--- config.mk ---
export PLATFORM = sky130hd
export DESIGN_NAME = bram_capture_ctrl
export DESIGN_NICKNAME = d
export VERILOG_FILES = /design/src/rtl/bram_capture_ctrl.sv
export SDC_FILE = /design/constraint.sdc
export NUM_CORES = 1
export LEC_CHECK = 0
export BUFFER_PORTS_ARGS = -buffer_cell sky130_fd_sc_hd__buf_2
export CAP_MARGIN = 20
export CORE_MARGIN = 2
export CORE_UTILIZATION = 50
export DETAILED_ROUTE_END_ITERATION = 10
export GPL_ROUTABILITY_DRIVEN = 0
export GPL_TIMING_DRIVEN = 0
export PLACE_DENSITY = 0.81
export SYNTH_ARGS = -nofsm -noshare
export SYNTH_HDL_FRONTEND = slang
export SYNTH_SLANG_ARGS = --single-unit
--- constraint.sdc ---
create_clock -name clock -period 3.65 [get_ports clock]
set_input_delay 0.5475 -clock clock [delete_from_list [all_inputs] [get_ports clock]]
set_output_delay 0.5475 -clock clock [all_outputs]
set_load 0.03 [all_outputs]
--- src/rtl/bram_capture_ctrl.sv ---
// bram_capture_ctrl: decimating capture of a sample stream into block RAM,
// followed by pipelined, bounds-checked random-access read-out.
module bram_capture_ctrl #(
    parameter int WIDTH   = 32,
    parameter int DEPTH   = 32000,
    parameter int ADDR_W  = 16,
    parameter int DECIM_W = 8
) (
    input  logic               clock,
    input  logic               i_reset,
    input  logic               i_start,
    input  logic               i_stop,
    input  logic [DECIM_W-1:0] i_decim,
    input  logic               i_sample_valid,
    input  logic [WIDTH-1:0]   i_sample,
    input  logic               i_rd_req,
    input  logic [ADDR_W-1:0]  i_rd_addr,
    output logic               o_wr_en,
    output logic [ADDR_W-1:0]  o_wr_addr,
    output logic [WIDTH-1:0]   o_wr_data,
    output logic               o_rd_en,
    output logic [ADDR_W-1:0]  o_rd_addr,
    input  logic [WIDTH-1:0]   i_ram_data,
    output logic               o_rd_valid,
    output logic [WIDTH-1:0]   o_rd_data,
    output logic               o_rd_err,
    output logic [ADDR_W:0]    o_count,
    output logic               o_busy,
    output logic               o_full
);
    typedef enum logic [1:0] {IDLE, CAPTURE, DONE} state_t;
    localparam logic [ADDR_W:0] L_DEPTH = DEPTH[ADDR_W:0];
    state_t               r_state;
    logic [DECIM_W-1:0]   r_decim;
    logic [DECIM_W-1:0]   r_dcnt;
    logic                 r_p1_valid, r_p1_err, r_p2_valid, r_p2_err;
    logic                 w_cap;
    logic                 w_rd_ok;
    logic [ADDR_W:0]      w_count_nxt;
    assign w_cap       = r_state == CAPTURE;
    assign w_rd_ok     = !w_cap && ({1'b0, i_rd_addr} < o_count);
    assign w_count_nxt = o_count + 1'b1;
    always_ff @(posedge clock) begin
        if (i_reset) begin
            r_state    <= IDLE;
            r_decim    <= '0;
            r_dcnt     <= '0;
            r_p1_valid <= 1'b0;
            r_p1_err   <= 1'b0;
            r_p2_valid <= 1'b0;
            r_p2_err   <= 1'b0;
            o_wr_en    <= 1'b0;
            o_wr_addr  <= '0;
            o_wr_data  <= '0;
            o_rd_en    <= 1'b0;
            o_rd_addr  <= '0;
            o_rd_valid <= 1'b0;
            o_rd_data  <= '0;
            o_rd_err   <= 1'b0;
            o_count    <= '0;
            o_busy     <= 1'b0;
            o_full     <= 1'b0;
        end else begin
            o_wr_en <= 1'b0;
            if (i_start) begin
                r_state <= CAPTURE;
                r_dcnt  <= '0;
                r_decim <= (i_decim == '0) ? DECIM_W'(1) : i_decim;
                o_count <= '0;
                o_full  <= 1'b0;
                o_busy  <= 1'b1;
            end else if (w_cap) begin
                if (i_stop) begin
                    r_state <= DONE;
                    o_busy  <= 1'b0;
                end else if (i_sample_valid) begin
                    r_dcnt <= (r_dcnt == r_decim - 1'b1) ? '0 : r_dcnt + 1'b1;
                    if (r_dcnt == '0) begin
                        o_wr_en   <= 1'b1;
                        o_wr_addr <= o_count[ADDR_W-1:0];
                        o_wr_data <= i_sample;
                        o_count   <= w_count_nxt;
                        if (w_count_nxt == L_DEPTH) begin
                            r_state <= DONE;
                            o_busy  <= 1'b0;
                            o_full  <= 1'b1;
                        end
                    end
                end
            end
            // Two tag stages line up with the RAM's registered output; errors ride along to keep order.
            o_rd_en    <= i_rd_req && w_rd_ok;
            o_rd_addr  <= (i_rd_req && w_rd_ok) ? i_rd_addr : '0;
            r_p1_valid <= i_rd_req;
            r_p1_err   <= !w_rd_ok;
            r_p2_valid <= r_p1_valid;
            r_p2_err   <= r_p1_err;
            o_rd_valid <= r_p2_valid;
            o_rd_err   <= r_p2_valid && r_p2_err;
            o_rd_data  <= (r_p2_valid && !r_p2_err) ? i_ram_data : '0;
        end
    end
endmodule

==> Word-level counts from Yosys, hierarchy flattened <==
Cells that the tools add are included.
{ "totals": {"output_inout_bits": 119, "elab_cells": 73, "register_bits": 141} }
{ "classes": {"reduce_logical": 26, "bitwise_logic": 6, "n_mux": 15, "add_sub_neg": 3, "eq_ne": 3, "order_cmp": 1} }
{ "op_table": {"columns": ["op", "count"], "rows": [
  ["adder 17 x 1 -> 17 bit, second input constant", 1],
  ["equality test 17 x 15 -> 1 bit, second input constant", 1],
  ["< comparator 16 x 17 -> 1 bit", 1],
  ["logical NOT 8 bit", 2],
  ["2-to-1 mux 8 bit", 2],
  ["AND reduction 4 bit", 3],
  ["AND reduction 5 bit", 2],
  ["2-to-1 mux 1 bit", 9],
  ["nonzero test 3 bit", 3],
  ["adder 8 x 1 -> 8 bit, second input constant", 1],
  ["equality test 8 bit", 1],
  ["2-to-1 mux 2 bit", 4],
  ["nonzero test 2 bit", 4],
  ["subtractor 8 x 1 -> 8 bit, second input constant", 1],
  ["NOT 1 bit", 6],
  ["OR reduction 2 bit", 3],
  ["OR reduction 5 bit", 1],
  ["logical AND 1 bit", 4],
  ["logical NOT 1 bit", 3],
  ["AND reduction 3 bit", 1],
  ["equality test 2 x 1 -> 1 bit, second input constant", 1]
]} }

==> Depth between registers and ports, before layout <==
{ "depth": {"depth_word": 8, "ltp_mapped": 10, "mapped_depth_nobuf": 8} }

==> Least setup slack after synthesis <==
Ideal clock, no wire load.
{ "synth_timing": {"kind": "register -> register", "start": "reg o_count[10]", "end": "reg o_rd_addr[10]", "setup_ns": 0.070, "path_stages_with_launch": 9, "t_arrival_ns": 2.327, "period_less_slack_ns": 2.397, "setup_slack_ns": 1.253, "required_ns": 3.580, "path_cell_list": "dfxtp_1 -> inv_1 -> ha_1 -> a21o_1 -> a21o_1 -> a221o_1 -> a211o_1 -> clkbuf_1 -> a21oi_1"} }
{ "synth_between": {"elab_chain_cells": 5} }
{ "synth_rtl": {"columns": ["item", "line_no", "rtl"], "rows": [
  ["from (decl)", "27", "output logic [ADDR_W:0] o_count,"],
  ["from (signal assigned)", "82", "o_count <= w_count_nxt;"],
  ["< comparator 16 x 17 -> 1 bit", "41", "assign w_rd_ok = !w_cap && ({1'b0, i_rd_addr} < o_count);"],
  ["logical AND 1 bit", "41", null],
  ["logical AND 1 bit", "93", "o_rd_addr <= (i_rd_req && w_rd_ok) ? i_rd_addr : '0;"],
  ["NOT 1 bit (no source line)", null, null],
  ["OR reduction 2 bit (no source line)", null, null],
  ["to (signal assigned)", "93", null],
  ["to (decl)", "22", "output logic [ADDR_W-1:0] o_rd_addr,"]
]} }
Every way passes these cells.
A chain may end at the register's enable or synchronous reset.

==> Worst setup path in the final report <==
{ "layout_timing": {"start": "reg o_count[10]", "end": "reg o_rd_addr[12]"} }
Same word-level chain as after synthesis.

==> impl_metrics.env <==
export IMPL_numCtsBuffers=17
export IMPL_fp_dieW_um=111
export IMPL_finalSetupViolations=0
export IMPL_antenna_found_initial=0
export IMPL_finalHoldViolCount=0
export IMPL_first_pass_iters=4
export IMPL_power_share_clock=0.482
export IMPL_cts_setup_buffers=0
export IMPL_ctsHoldBuffers=0
export IMPL_hold_class="primary input to flop"
export IMPL_cts_root_buf="clkbuf_16"
export IMPL_pwr_share_seq=0.449
export IMPL_track_usage=0.244
export IMPL_antennaDiodeCount=0
export IMPL_power_density_nw_per_um2=465
export IMPL_ctsResizeCount=0
export IMPL_start_util=0.518
export IMPL_syn_inst=644
export IMPL_fillers=888
export IMPL_rsz0062_at_grt="false"
export IMPL_internal_power_mw=2.66
export IMPL_avgSynthCellArea_sq_um=8.84
export IMPL_timing_final_crit_share=0.694
export IMPL_ys_top_cells_by_count="dfxtp_1, nand2_1, a21oi_1"
export IMPL_wl_per_cell_um=14.4
export IMPL_clock_fmax_mhz=395
export IMPL_cts_tree="yes"
export IMPL_clkSinkCount=140
export IMPL_p_switching_mw=0.830
export IMPL_swShare=0.238
export IMPL_reg2reg_slack_ns=1.12
export IMPL_yosysTopAreaCell="dfxtp_1"
export IMPL_drc_errors=0
export IMPL_path_clk_slew_ns=0.06
export IMPL_synth_seq_cells=140
export IMPL_synth_edf_count=0
export IMPL_globalRouteOverflowTotal=0
export IMPL_power_mw=3.49
export IMPL_hold_ws_ns=0.322
export IMPL_relSlewSlack=0.587
export IMPL_numPortBuffers=212
export IMPL_cap_violations=0
export IMPL_crit_required_ns=4.00
export IMPL_ios=213
export IMPL_dpl_hpwl_um=11100
export IMPL_dp_cells=996
export IMPL_vias=5128
export IMPL_power_leakage_nw=3.44
export IMPL_worstMarginPinSlew_ns=0.620
export IMPL_ys_warn_count=0
export IMPL_fin_cells=1027
export IMPL_ir_drop_v=0.000451
export IMPL_slew_viol_final=0
export IMPL_num_rows=38
export IMPL_period_minus_slack_ns=2.53
export IMPL_grt_max_degree=17
export IMPL_clock_latency_ns=0.42
export IMPL_htreeDepth=4
export IMPL_start_kind="flop"
export IMPL_wl_um=14800
export IMPL_grt_first_pass_wirelength_um=24200
export IMPL_syn_nets=758
export IMPL_grt_pass1_vias=4961
export IMPL_antenna_left=0
export IMPL_netlist_area_sq_um=5690
export IMPL_p_comb_frac=0.070
export IMPL_syn_to_final_growth_pct=31.8
export IMPL_worstSetupPathType="flop to flop"
export IMPL_final_setup_tns_ns=0
export IMPL_post_drt_via_cell_ratio=4.99
export IMPL_ys_seq_area_frac=0.492
export IMPL_arrival_ns=2.88
export IMPL_yosysMostFrequentCell="dfxtp_1"
export IMPL_worstPathMaxFanout=10
export IMPL_final_nets=989
export IMPL_status="complete, no violations"
export IMPL_drive_gt1_frac=0.300
export IMPL_synth_area_leaders="dfxtp_1, nand2_1, a21oi_1"
export IMPL_synth_ff_type="dfxtp_1"
export IMPL_yosysTopAreaCellShare=0.492
export IMPL_critPathCaptureType="flop"
export IMPL_dieArea_sq_um=12300
export IMPL_core_area_sq_um=11000
export IMPL_finalClockSkew_ns=0.0105
export IMPL_async_flop_share=0
export IMPL_chipHeight_um=111
export IMPL_synth_cell_types=49
export IMPL_cts_buffer_depth=2
export IMPL_dr_first_iter_drc_count=229
-- final cells by class --
cell class,instances,area [sq um],area share
multi-input cells,443,2630,0.350
well taps,140,175,0.0233
plain buffers,38,178,0.0237
clock inverters,12,143,0.0190
flip-flops and latches,140,2800,0.373
clock buffers,19,433,0.0577
repair buffers,212,1060,0.141
inverters,23,86.3,0.0115
-- power by group through the flow --
stage / clock, mW / combinational, mW / sequential [mW]
floorplan: 0 / 0.109 / 1.63
global placement: 0 / 0.240 / 1.60
detailed placement: 0 / 0.244 / 1.60
CTS: 1.70 / 0.245 / 1.57
global route: 1.78 / 0.273 / 1.57
finish: 1.68 / 0.244 / 1.57
-- worst max-delay path: stages, from the launching register on --
cell,delay [ns]
dfxtp_1,0.49
inv_1,0.19
ha_1,0.32
a21o_1,0.18
a21o_1,0.17
a221o_1,0.33
a211o_1,0.34
clkbuf_1,0.25
a21oi_1,0.18
-- sequential cells by signal, summed over array words and instances, names as in the netlist, 8 cells and up --
| register | count |
|---|---|
| o_wr_addr | 16 |
| o_rd_addr | 16 |
| r_dcnt | 8 |
| o_wr_data | 32 |
| r_decim | 8 |
| o_count | 17 |
| o_rd_data | 32 |
-- metal layers --
metal	global-route usage	vias up	wire, um
met2	0.422	166	7300
met4	0.0542	0	167
met5	0	-	0
li1	-	2603	-
met3	0.0826	15	984
met1	0.295	2344	6340
-- placed cells by master, fill, tap and decap left out, types with 5 or more instances in the layout --
cell         n
nor2_1      42
clkbuf_1    25
clkbuf_16   17
dfxtp_1    140
ha_1        20
nor2b_1      6
nand3_1     13
a21o_1       9
inv_1       23
nand2_1    132
xor2_1      13
mux2i_1     12
nand4_1     10
and2_1      35
clkinv_4     5
nor3_1       9
buf_2      222
xnor2_1     16
a21oi_1     73
o21ai_0      5
-- path summary, 6_finish.rpt --
check / start / endpoint / cells after the start
setup / recovery: o_count[10] / o_rd_addr[12] / 8
setup reg to reg: o_count[10] / o_rd_addr[12] / 8
hold / removal: i_ram_data[5] / o_rd_data[5] / 2
hold reg to reg: r_p1_err / r_p2_err / 1
-- kinds of logic (layout without fill, tap and decap cells) --
| kind of cell | count (synthesis) | count (layout) | share of synthesized area |
|---|---|---|---|
| and+or+nand+nor | 275 | 275 | 0.238 |
| adders and majority gates | 20 | 20 | 0.0439 |
| AOI/OAI and AO/OA | 106 | 106 | 0.110 |
| buffers and inverters | 61 | 304 | 0.0464 |
| xor gates and xnor gates | 30 | 30 | 0.0486 |
| muxes | 12 | 12 | 0.0211 |
| DFF | 140 | 140 | 0.492 |
-- stage by stage --
stage	worst slack (ns)	area (sq um)	util
6_report	1.12	7510	0.683
3_3_place_gp	1.17	6930	0.631
3_5_place_dp	1.14	6930	0.631
4_1_cts	1.13	7510	0.683
2_1_floorplan	1.25	5690	-
5_1_grt	0.910	7510	0.683
(Power assumes the default switching activity.)
